[config.mk]
export PLATFORM = sky130hd
export DESIGN_NAME = edge_debouncer
export DESIGN_NICKNAME = d
export VERILOG_FILES = /design/src/rtl/edge_debouncer_pkg.sv /design/src/rtl/debounce_channel.sv /design/src/rtl/edge_debouncer.sv
export SDC_FILE = /design/constraint.sdc
export NUM_CORES = 1
export LEC_CHECK = 0
export ABC_AREA = 1
export BUFFER_PORTS_ARGS = -buffer_cell sky130_fd_sc_hd__buf_2
export CAP_MARGIN = 0
export CORE_ASPECT_RATIO = 2
export CORE_MARGIN = 3
export CORE_UTILIZATION = 45
export DETAILED_ROUTE_END_ITERATION = 6
export HOLD_SLACK_MARGIN = 0.06
export PLACE_DENSITY_LB_ADDON = 0.08
export SYNTH_ARGS = -nofsm -noshare
export SYNTH_HDL_FRONTEND = slang
export SYNTH_HIERARCHICAL = 1
export SYNTH_SLANG_ARGS = --single-unit
[constraint.sdc]
create_clock -name clk -period 2.9 [get_ports clk]
set_input_delay 0.145 -clock clk [delete_from_list [all_inputs] [get_ports clk]]
set_output_delay 0.145 -clock clk [all_outputs]
set_load 0.05 [all_outputs]
[src/rtl/edge_debouncer_pkg.sv]
// Shared helpers for the edge debouncer: counter-width sizing and the
// integrator step encoding used by every channel.
package edge_debouncer_pkg;

  // Bits needed to hold 0..n-1, never less than one bit.
  function automatic int unsigned cnt_width(input int unsigned n);
    return (n <= 1) ? 1 : $clog2(n);
  endfunction

  typedef enum logic [1:0] {
    ACT_HOLD = 2'd0,
    ACT_UP   = 2'd1,
    ACT_DOWN = 2'd2
  } int_act_t;

endpackage

[src/rtl/debounce_channel.sv]
// One debounced input: synchroniser, saturating up/down integrator with
// hysteresis, level register and registered rise/fall pulses.
module debounce_channel
  import edge_debouncer_pkg::*;
#(
  parameter int unsigned pulse_count_max          = 150,
  parameter int unsigned sync_stages              = 2,
  parameter int unsigned saturating_counter_width = 8
) (
  input  logic clk,
  input  logic rst_n,
  input  logic tick,
  input  logic glitchy_signal,
  output logic debounced_signal,
  output logic rise_pulse,
  output logic fall_pulse
);

  localparam logic [saturating_counter_width-1:0] CNT_MAX =
    saturating_counter_width'(pulse_count_max);

  logic [sync_stages-1:0]              sync_q;
  logic [saturating_counter_width-1:0] cnt_q, cnt_d;
  logic                                level_q, level_d;
  logic                                rise_q, fall_q;
  logic                                s;
  int_act_t                            act;

  assign s = sync_q[sync_stages-1];

  always_comb begin
    act = ACT_HOLD;
    if (tick) begin
      if (s && (cnt_q < CNT_MAX)) begin
        act = ACT_UP;
      end else if (!s && (cnt_q != '0)) begin
        act = ACT_DOWN;
      end
    end
  end

  always_comb begin
    cnt_d = cnt_q;
    case (act)
      ACT_UP:   cnt_d = cnt_q + 1'b1;
      ACT_DOWN: cnt_d = cnt_q - 1'b1;
      default:  cnt_d = cnt_q;
    endcase
  end

  // Level only moves at the saturation points; in between it holds.
  always_comb begin
    level_d = level_q;
    if (cnt_d == CNT_MAX) begin
      level_d = 1'b1;
    end else if (cnt_d == '0) begin
      level_d = 1'b0;
    end
  end

  always_ff @(posedge clk) begin
    if (!rst_n) begin
      sync_q  <= '0;
      cnt_q   <= '0;
      level_q <= 1'b0;
      rise_q  <= 1'b0;
      fall_q  <= 1'b0;
    end else begin
      sync_q  <= {sync_q[sync_stages-2:0], glitchy_signal};
      cnt_q   <= cnt_d;
      level_q <= level_d;
      rise_q  <= level_d & ~level_q;
      fall_q  <= ~level_d & level_q;
    end
  end

  assign debounced_signal = level_q;
  assign rise_pulse       = rise_q;
  assign fall_pulse       = fall_q;

endmodule

[src/rtl/edge_debouncer.sv]
// Multi-channel debouncer: a shared sample-tick prescaler feeding one
// independent debounce_channel per input bit.
module edge_debouncer
  import edge_debouncer_pkg::*;
#(
  parameter int unsigned width                    = 1,
  parameter int unsigned sample_count_max         = 25000,
  parameter int unsigned pulse_count_max          = 150,
  parameter int unsigned sync_stages              = 2,
  parameter int unsigned wrapping_counter_width   = cnt_width(sample_count_max),
  parameter int unsigned saturating_counter_width = cnt_width(pulse_count_max + 1)
) (
  input  logic             clk,
  input  logic             rst_n,
  input  logic [width-1:0] glitchy_signal,
  output logic [width-1:0] debounced_signal,
  output logic [width-1:0] rise_pulse,
  output logic [width-1:0] fall_pulse
);

  localparam logic [wrapping_counter_width-1:0] PRESC_LAST =
    wrapping_counter_width'(sample_count_max - 1);

  logic [wrapping_counter_width-1:0] presc_q, presc_d;
  logic                              tick;

  // With sample_count_max == 1 the counter sits at 0 and ticks every cycle.
  assign tick    = (presc_q == PRESC_LAST);
  assign presc_d = tick ? '0 : presc_q + 1'b1;

  always_ff @(posedge clk) begin
    if (!rst_n) begin
      presc_q <= '0;
    end else begin
      presc_q <= presc_d;
    end
  end

  for (genvar i = 0; i < width; i++) begin : g_ch
    debounce_channel #(
      .pulse_count_max         (pulse_count_max),
      .sync_stages             (sync_stages),
      .saturating_counter_width(saturating_counter_width)
    ) u_ch (
      .clk             (clk),
      .rst_n           (rst_n),
      .tick            (tick),
      .glitchy_signal  (glitchy_signal[i]),
      .debounced_signal(debounced_signal[i]),
      .rise_pulse      (rise_pulse[i]),
      .fall_pulse      (fall_pulse[i])
    );
  end

endmodule
==> results of run 1 <==
layout make-up:
type	instances	area [um2]
Clock buffer	3	41.3
Clock inverter	1	30.0
Fill cell	400	1600
Inverter	46	173
Multi-Input combinational cell	206	1060
Sequential cell	28	563
Tap cell	49	61.3
Timing Repair Buffer	22	155
logic make-up after synthesis:
kind of cell | Yosys count | share of synthesized area, %
AO/OA/AOI/OAI | 12 | 3.95
adder cells (fa/ha/maj) | 10 | 7.49
flip-flops | 28 | 31.6
buffers and inverters | 48 | 10.8
XOR/XNOR | 7 | 3.46
AND/OR/NAND/NOR | 177 | 42.7
state kept, by name, summed over array words and instances (netlist names):
name,flops
presc_q,15
g_ch.u_ch/cnt_q,8
g_ch.u_ch/sync_q,2
g_ch.u_ch/debounced_signal,1
g_ch.u_ch/fall_pulse,1
g_ch.u_ch/rise_pulse,1
synthesized netlist by cell type (all sizes together):
| cell type | number |
|---|---|
| o21ai | 2 |
| nand2 | 86 |
| inv | 46 |
| xnor2 | 2 |
| ha | 9 |
| nand3 | 26 |
| nor2 | 52 |
| nor3 | 1 |
| a21oi | 9 |
| fa | 1 |
| nor3b | 1 |
| xor2 | 5 |
| nor4 | 1 |
| dfxtp | 28 |
| o31ai | 1 |
| buf | 2 |
| or2 | 3 |
| nand3b | 1 |
| nand4 | 6 |
worst max-delay path: cells and delay by family, from the launching register on:
family / cells / cell delay, ps
buffers and inverters: 3 / 170
AOI/OAI and AO/OA: 2 / 210
and+or+nand+nor: 14 / 1090
adders and majority gates: 3 / 890
DFF: 1 / 370
worst max-delay path by stage:
stage,slack (ps),to,depth (start not counted)
3_5_place_dp,-70,g_ch[0].u_ch/rise_pulse,23
4_1_cts,10,g_ch[0].u_ch/rise_pulse,23
3_3_place_gp,0.5,g_ch[0].u_ch/rise_pulse,23
2_1_floorplan,40,g_ch[0].u_ch/rise_pulse,22
5_1_grt,-240,g_ch[0].u_ch/rise_pulse,22
6_report,80,g_ch[0].u_ch/rise_pulse,22
per-layer routing:
| layer | up-vias | share of wire (%) | GRT usage [%] |
|---|---|---|---|
| li1 | 912 | - | - |
| met1 | 753 | 34 | 17.1 |
| met2 | 26 | 60 | 40.5 |
| met3 | 16 | 1.5 | 1.42 |
| met4 | 0 | 4.0 | 9.89 |
| met5 | - | 0 | 0 |
what timing repair did:
item | CTS | global route
pin swaps | 1 | 9
hold endpoints to repair | 1 | 0
hold buffers | 1 | 0
gates resized for setup | 5 | 9
setup endpoints to repair | 3 | 3
buffers inserted | 0 | 2
power by group through the flow:
stage | combinational [mW] | clock, mW | sequential (mW)
final | 0.0304 | 0.310 | 0.393
after global routing | 0.0346 | 0.326 | 0.394
after CTS | 0.0297 | 0.320 | 0.392
after detailed placement | 0.0286 | 0 | 0.400
after global placement | 0.0280 | 0 | 0.400
after floorplan | 0.0164 | 0 | 0.401
through the flow:
step	area [um2]	utilization (%)	hold WS, ps
after floorplan	1770	-	238
after global placement	1950	52.8	330
after detailed placement	1950	52.8	336
after CTS	2040	55.4	123
after global routing	2080	56.5	153
final	2080	56.5	125
==> flow_metrics.env, run 1 <==
export IMPL_finalWirelength_um=4050
export IMPL_vias_per_cell=4.81
export IMPL_antenna_found_initial=0
export IMPL_worstMarginPinSlew_ps=372
export IMPL_min_delay_start="rst_n"
export IMPL_hold_viol=0
export IMPL_instances_no_fill=355
export IMPL_tritoncts="built"
export IMPL_cts_buffers=3
export IMPL_dr_first_iter_drc_count=18
export IMPL_fp_dieW_um=50.4
export IMPL_fin_setup_tns_ps=0
export IMPL_p_int_mw=0.588
export IMPL_max_freq_mhz=354
export IMPL_die_height_um=94.7
export IMPL_finalMaxSlewViolations=0
export IMPL_overflow=0
export IMPL_dp_cells=348
export IMPL_postRouteAntennaNets=0
export IMPL_p_total_mw=0.734
export IMPL_start_util_pct=48.1
export IMPL_fin_nets=320
export IMPL_syn_nets=295
export IMPL_drc=0
export IMPL_worstRegToRegCells=22
export IMPL_mostFrequentLayoutCell="nand2_1"
export IMPL_grt_pass1_wl_um=7120
export IMPL_clockPowerShare_pct=42.2
export IMPL_slowest_delay_ps=520
export IMPL_die_area_um2=4770
export IMPL_layout_common_cells="78 x nand2_1, 48 x nor2_1, 41 x inv_1, 26 x nand3_1, 26 x dfxtp_1"
export IMPL_core_area_um2=3680
export IMPL_drt_pass1_iter_count=4
export IMPL_ir_worst_vdd_uv=304
export IMPL_finClkSkew_ps=6.30
export IMPL_hold_path_class="primary input to flop"
export IMPL_cp_arrival_ps=3010
export IMPL_htreeDepth=1
export IMPL_drive_gt1_share_pct=17.3
export IMPL_power_switching_mw=0.146
export IMPL_maxSlewHeadroom_pct=75.1
export IMPL_yosysUniqueCellTypes=27
export IMPL_antenna_cells=0
export IMPL_rows=31
export IMPL_power_leakage_nw=0.979
export IMPL_syn_to_final_growth_pct=17.6
export IMPL_drv_cap=0
export IMPL_swShare_pct=19.8
export IMPL_critPathLaunch="presc_q[1]"
export IMPL_fin_ws_ps=77.8
export IMPL_clk_pin_slew_ps=100
export IMPL_grt_setup_unrepaired="true"
export IMPL_worst_path_max_fanout=3
export IMPL_slowest_stage="fa_2"
export IMPL_clk_latency_ps=280
export IMPL_yosysTopAreaCell="dfxtp_1"
export IMPL_clock_path_buffers=2
export IMPL_syn_mean_instance_area_um2=6.28
export IMPL_combPwrFrac_pct=4.1
export IMPL_synth_seq_cells=28
export IMPL_num_vias=1707
export IMPL_clock_sinks=28
export IMPL_ys_top_cells_by_area="dfxtp_1 32%, nand2_1 17%, nor2_1 10%, inv_1 9.1%, nand3_1 7.3%"
export IMPL_crit_chain="ha_4, nand2_2, inv_2, nand2_1, nor2_1, nand2_1, inv_1, nor3b_2, ha_2, inv_2, fa_2, nand2_2, o21ai_2, nand2_1, nor2_1, nand3_1, nor2_2, nand2_1, o21ai_2, nand2_1, nand2_1, nor2_1"
export IMPL_outcome="complete, no violations"
export IMPL_whs_path_depth=3
export IMPL_hold_path_end="g_ch[0].u_ch/sync_q[0]"
export IMPL_r2r_start="presc_q[1]"
export IMPL_drt_wirelength_per_cell_um=11.4
export IMPL_pin_count=6
export IMPL_netlist_area_leader_share_pct=31.6
export IMPL_grt_pass1_vias=1756
export IMPL_grt_usage_pct=19.3
export IMPL_crit_path_start_kind="flop"
export IMPL_fin_crit_sh_pct=97.3
export IMPL_reg2reg_slack_ps=80
export IMPL_required_ps=3090
export IMPL_cts_root_buf="clkbuf_8"
export IMPL_grt_max_degree=17
export IMPL_min_period_ps=2820
export IMPL_powerDensity_nw_per_um2=352
export IMPL_dpl_worst_slack_ps=-71.8
export IMPL_ys_seq_area_share_pct=31.6
export IMPL_globalplace_congestion=0.885
export IMPL_yosysWarnings=6
export IMPL_dp_hpwl_um=3360
export IMPL_sequentialPowerShare_pct=53.6
export IMPL_numPortBuffers=5
export IMPL_cp_common_cell="nand2_1"
export IMPL_reg2reg_to="g_ch[0].u_ch/rise_pulse"
export IMPL_synthCells=282
export IMPL_critPathCaptureType="flop"
export IMPL_netlist_area_um2=1770
export IMPL_setup_viol=0
export IMPL_crit_type="flop to flop"
Power figures use the tool's default switching activity.
==> run 2, diff against run 1 <==
--- a/config.mk
+++ b/config.mk
@@ -10,7 +10,7 @@
 export CAP_MARGIN = 0
 export CORE_ASPECT_RATIO = 2
 export CORE_MARGIN = 3
-export CORE_UTILIZATION = 45
+export CORE_UTILIZATION = 40
 export DETAILED_ROUTE_END_ITERATION = 6
 export HOLD_SLACK_MARGIN = 0.06
 export PLACE_DENSITY_LB_ADDON = 0.08
==> flow_metrics.env, run 2 (synthesis gave the netlist of run 1 again) <==
export IMPL_crit_chain="ha_4, nand2_2, inv_2, nand2_2, nor2_1, nand2_1, inv_2, nor3b_2, ha_2, inv_2, fa_2, nand2_1, o21ai_2, nand2_1, nor2_1, nand3_1, nor2_2, nand2_1, o21ai_1, nand2_1, nand2_1, nor2_1"
export IMPL_dp_hpwl_um=3420
export IMPL_vias_per_cell=4.78
export IMPL_reg2reg_slack_ps=80
export IMPL_min_period_ps=2820
export IMPL_antenna_found_initial=0
export IMPL_fp_dieW_um=53.1
export IMPL_mostFrequentLayoutCell="nand2_1"
export IMPL_hold_viol=0
export IMPL_ir_worst_vdd_uv=321
export IMPL_layout_common_cells="77 x nand2_1, 47 x nor2_1, 40 x inv_1, 25 x nand3_1, 25 x dfxtp_1"
export IMPL_whs_path_depth=3
export IMPL_crit_path_start_kind="flop"
export IMPL_fin_crit_sh_pct=97.2
export IMPL_drv_cap=0
export IMPL_cts_buffers=3
export IMPL_numPortBuffers=5
export IMPL_clock_sinks=28
export IMPL_required_ps=3080
export IMPL_hold_path_class="primary input to flop"
export IMPL_clock_path_buffers=2
export IMPL_antenna_cells=0
export IMPL_critPathCaptureType="flop"
export IMPL_drt_pass1_iter_count=4
export IMPL_crit_type="flop to flop"
export IMPL_worst_path_max_fanout=3
export IMPL_rows=33
export IMPL_clk_latency_ps=280
export IMPL_whs_ps=136
export IMPL_max_freq_mhz=355
export IMPL_cp_num_buf_inv=3
export IMPL_core_area_um2=4170
export IMPL_finalWirelength_um=4190
export IMPL_cp_common_cell="nand2_1"
export IMPL_pin_count=6
export IMPL_r2r_start="presc_q[1]"
export IMPL_regMostFlops="presc_q"
export IMPL_cts_root_buf="clkbuf_8"
export IMPL_die_area_um2=5310
export IMPL_drc=0
export IMPL_slowest_delay_ps=520
export IMPL_grt_max_degree=17
export IMPL_finClkSkew_ps=4.43
export IMPL_maxSlewHeadroom_pct=74.9
export IMPL_dr_first_iter_drc_count=36
export IMPL_reg2reg_to="g_ch[0].u_ch/rise_pulse"
export IMPL_start_util_pct=42.5
export IMPL_tritoncts="built"
export IMPL_reg_largest_list="presc_q x15, g_ch.u_ch/cnt_q x8, g_ch.u_ch/sync_q x2"
export IMPL_min_delay_start="rst_n"
export IMPL_crit_family="simple AND/OR/NAND/NOR gates"
export IMPL_hold_path_end="g_ch[0].u_ch/sync_q[0]"
export IMPL_grt_usage_pct=18.2
export IMPL_grt_pass1_wl_um=7180
export IMPL_drive_gt1_share_pct=19.0
export IMPL_drt_wirelength_per_cell_um=11.7
export IMPL_finalMaxSlewViolations=0
export IMPL_power_leakage_nw=0.973
export IMPL_fin_nets=320
export IMPL_postRouteAntennaNets=0
export IMPL_grt_pass1_vias=1776
export IMPL_htreeDepth=1
export IMPL_slowest_stage="fa_2"
export IMPL_worstRegToRegCells=22
export IMPL_clk_pin_slew_ps=90
export IMPL_setup_viol=0
export IMPL_powerDensity_nw_per_um2=346
export IMPL_grt_setup_unrepaired="true"
export IMPL_largest_register_ffs=15
export IMPL_overflow=0
export IMPL_outcome="complete, no violations"
export IMPL_syn_to_final_growth_pct=18.9
export IMPL_worstMarginPinSlew_ps=375
export IMPL_p_total_mw=0.729
export IMPL_cp_arrival_ps=3000
export IMPL_num_vias=1713
export IMPL_die_height_um=100
export IMPL_globalplace_congestion=0.851
-- run 2: worst max path at each step --
stage	start	to	slack [ps]	depth (start not counted)
CTS	presc_q[1]	g_ch[0].u_ch/rise_pulse	40	24
detailed placement	presc_q[0]	g_ch[0].u_ch/rise_pulse	-70	23
floorplan	presc_q[0]	g_ch[0].u_ch/rise_pulse	40	22
global route	presc_q[1]	g_ch[0].u_ch/rise_pulse	-200	22
global placement	presc_q[0]	g_ch[0].u_ch/rise_pulse	-30	23
finish	presc_q[1]	g_ch[0].u_ch/rise_pulse	80	22
-- run 2: layout make-up --
cell class	instances	area, um2
clock inverter	1	30.0
clock buffer	3	41.3
sequential	28	564
tap	52	65.1
multi-input combinational	206	1080
fill	457	2060
timing repair buffer	22	155
inverter	46	173
-- run 2: repair_timing --
action / 4_1_cts / 5_1_grt
setup buffers: 0 / 1
gates resized for setup: 4 / 15
hold buffers: 1 / 0
endpoints found under the hold margin: 1 / 0
pin swaps: 1 / 12
setup endpoints to repair: 3 / 3
-- run 2: per-layer routing --
layer	GRT usage (%)	part of all wire [%]	up-vias
met3	1.34	0.91	11
met2	39.3	62	13
li1	-	-	915
met1	14.2	34	774
met5	0	0	-
met4	9.25	3.5	0
-- run 2: where the power goes --
| group | switching (mW) | internal [mW] | total, mW |
|---|---|---|---|
| logic | 0.0173 | 0.0125 | 0.0299 |
| clock network | 0.121 | 0.185 | 0.306 |
| registers | 0.00404 | 0.390 | 0.394 |
-- run 2: tightest hold or removal path, cell delays in order --
cell	delay (ps)
buf_2	140
nand2_1	60
inv_1	30
-- run 2: through the flow --
stage / utilization [%] / TNS, ps / instances / setup slack [ps] / cell area (um2)
floorplan: - / 0 / 282 / 36.1 / 1770
global placement: 47.0 / -53.7 / 352 / -31.3 / 1960
detailed placement: 47.0 / -129 / 352 / -69.8 / 1960
CTS: 49.2 / 0 / 357 / 43.8 / 2050
global route: 50.5 / -492 / 358 / -197 / 2110
finish: 50.5 / 0 / 358 / 81.3 / 2110
==> run 3, diff against run 2 <==
==> constraint.sdc (replaced) <==
create_clock -name clk -period 2.85 [get_ports clk]
set_input_delay 0.1425 -clock clk [delete_from_list [all_inputs] [get_ports clk]]
set_output_delay 0.1425 -clock clk [all_outputs]
set_load 0.05 [all_outputs]
==> flow_metrics.env, run 3 (synthesis gave the netlist of run 1 again) <==
export IMPL_outcome="complete, no violations"
export IMPL_die_area_um2=5310
export IMPL_cp_num_buf_inv=5
export IMPL_finClkSkew_ps=9.82
export IMPL_cts_buffers=3
export IMPL_worstMarginPinSlew_ps=383
export IMPL_finalWirelength_um=4260
export IMPL_sequentialPowerShare_pct=53.9
export IMPL_grt_max_degree=17
export IMPL_worstRegToRegCells=24
export IMPL_clock_path_buffers=2
export IMPL_grt_usage_pct=18.0
export IMPL_clockPowerShare_pct=41.6
export IMPL_swShare_pct=19.3
export IMPL_dr_first_iter_drc_count=30
export IMPL_mostFrequentLayoutCell="nand2_1"
export IMPL_drv_cap=0
export IMPL_dp_hpwl_um=3550
export IMPL_clk_latency_ps=280
export IMPL_reg2reg_slack_ps=60
export IMPL_num_vias=1710
export IMPL_largest_register_ffs=15
export IMPL_antenna_cells=0
export IMPL_cp_arrival_ps=3020
export IMPL_start_util_pct=42.5
export IMPL_design_area_um2=2210
export IMPL_drive_gt1_share_pct=22.7
export IMPL_htreeDepth=1
export IMPL_drt_wirelength_per_cell_um=11.7
export IMPL_pin_count=6
export IMPL_power_leakage_nw=1.01
export IMPL_core_area_um2=4170
export IMPL_reg_largest_list="presc_q x15, g_ch.u_ch/cnt_q x8, g_ch.u_ch/sync_q x2"
export IMPL_max_freq_mhz=358
export IMPL_maxSlewHeadroom_pct=74.4
export IMPL_whs_ps=164
export IMPL_finalMaxSlewViolations=0
export IMPL_crit_type="flop to flop"
export IMPL_vias_per_cell=4.68
export IMPL_crit_family="simple AND/OR/NAND/NOR gates"
export IMPL_tritoncts="built"
export IMPL_p_int_mw=0.599
export IMPL_combPwrFrac_pct=4.5
export IMPL_cp_depth=24
export IMPL_crit_path_start_kind="flop"
export IMPL_slowest_delay_ps=370
export IMPL_numPortBuffers=5
export IMPL_drc=0
export IMPL_overflow=0
export IMPL_die_height_um=100
export IMPL_powerDensity_nw_per_um2=336
export IMPL_post_dp_cell_area_um2=2000
export IMPL_fin_nets=327
export IMPL_cts_root_buf="clkbuf_8"
export IMPL_antenna_found_initial=0
export IMPL_rows=33
export IMPL_regMostFlops="presc_q"
export IMPL_clk_pin_slew_ps=100
export IMPL_drt_pass1_iter_count=4
export IMPL_layout_common_cells="73 x nand2_1, 49 x nor2_1, 40 x inv_1, 26 x dfxtp_1, 24 x nand3_1"
export IMPL_power_switching_mw=0.143
export IMPL_grt_pass1_wl_um=7100
export IMPL_hold_path_class="primary input to flop"
export IMPL_crit_chain="ha_4, nand2_2, inv_2, nand2_1, nor2_1, nand2_1, inv_2, nor3b_4, ha_2, buf_4, ha_1, inv_1, nand2_2, nand2_1, nand2_1, nand3_1, nand2_1, inv_1, nand4_1, nor2_1, nand2_1, nand2_1, nand2_1, nor2_1"
export IMPL_syn_to_final_growth_pct=24.7
export IMPL_globalplace_congestion=0.873
export IMPL_fin_setup_tns_ps=0
export IMPL_fin_crit_sh_pct=98.0
export IMPL_grt_setup_unrepaired="true"
export IMPL_hold_viol=0
export IMPL_postRouteAntennaNets=0
export IMPL_min_period_ps=2790
export IMPL_fp_dieW_um=53.1
export IMPL_slowest_stage="dfxtp_2"
export IMPL_clock_sinks=28
export IMPL_grt_pass1_vias=1724
export IMPL_worst_path_max_fanout=4
export IMPL_ir_worst_vdd_uv=322
export IMPL_critPathCaptureType="flop"
export IMPL_whs_path_depth=3
export IMPL_cp_common_cell="nand2_1"
export IMPL_required_ps=3070
export IMPL_setup_viol=0
## run 3: path summary, 6_finish.rpt
kind                                from                 endpoint
setup reg to reg              presc_q[1]  g_ch[0].u_ch/rise_pulse
hold reg to reg   g_ch[0].u_ch/sync_q[0]   g_ch[0].u_ch/sync_q[1]
setup / recovery              presc_q[1]  g_ch[0].u_ch/rise_pulse
hold / removal                     rst_n   g_ch[0].u_ch/sync_q[1]
## run 3: metal layers
layer  vias up  part of all wire, %  track usage, %
li1        929                    -               -
met3        11                 0.70            1.49
met2        13                   63            37.5
met1       757                   34            15.7
met5         -                    0               0
met4         0                  2.9            7.68
## run 3: worst reg2reg max path, cell delays in order, from the launching register on
cell	delay, ps
dfxtp_2	370
ha_4	150
nand2_2	50
inv_2	50
nand2_1	40
nor2_1	80
nand2_1	90
inv_2	70
nor3b_4	170
ha_2	220
buf_4	140
ha_1	250
inv_1	100
nand2_2	90
nand2_1	80
nand2_1	40
nand3_1	100
nand2_1	70
inv_1	70
nand4_1	150
nor2_1	120
nand2_1	60
nand2_1	70
nand2_1	60
nor2_1	80
## run 3: area by class of cell
cell class,instances,area [um2]
tap,52,65.1
sequential,28,563
timing repair buffer,29,208
inverter,46,173
multi-input combinational,206,1130
fill,448,1960
clock buffer,3,41.3
clock inverter,1,30.0
## run 3: power by group through the flow
stage          combinational [mW]  clock, mW  sequential, mW
2_1_floorplan              0.0167          0           0.409
3_3_place_gp               0.0293          0           0.407
3_5_place_dp               0.0295          0           0.408
4_1_cts                    0.0308      0.323           0.399
5_1_grt                    0.0385      0.334           0.401
6_report                   0.0332      0.309           0.400
## run 3: per-stage QoR
stage	std cells	setup WS (ps)	util (%)	power [mW]
after detailed placement	358	-106	48.1	0.437
after CTS	363	11.7	50.3	0.752
after global routing	365	-161	53.0	0.774
after floorplan	282	40.3	-	0.425
final	365	56.4	53.0	0.742
after global placement	358	-87.9	48.1	0.437
## run 3: timing repair
item,CTS,global route
endpoints found under the hold margin,1,0
buffers inserted,0,2
endpoints found under the setup margin,3,3
gates resized for setup,3,23
pin swaps,1,10
hold buffers,1,0
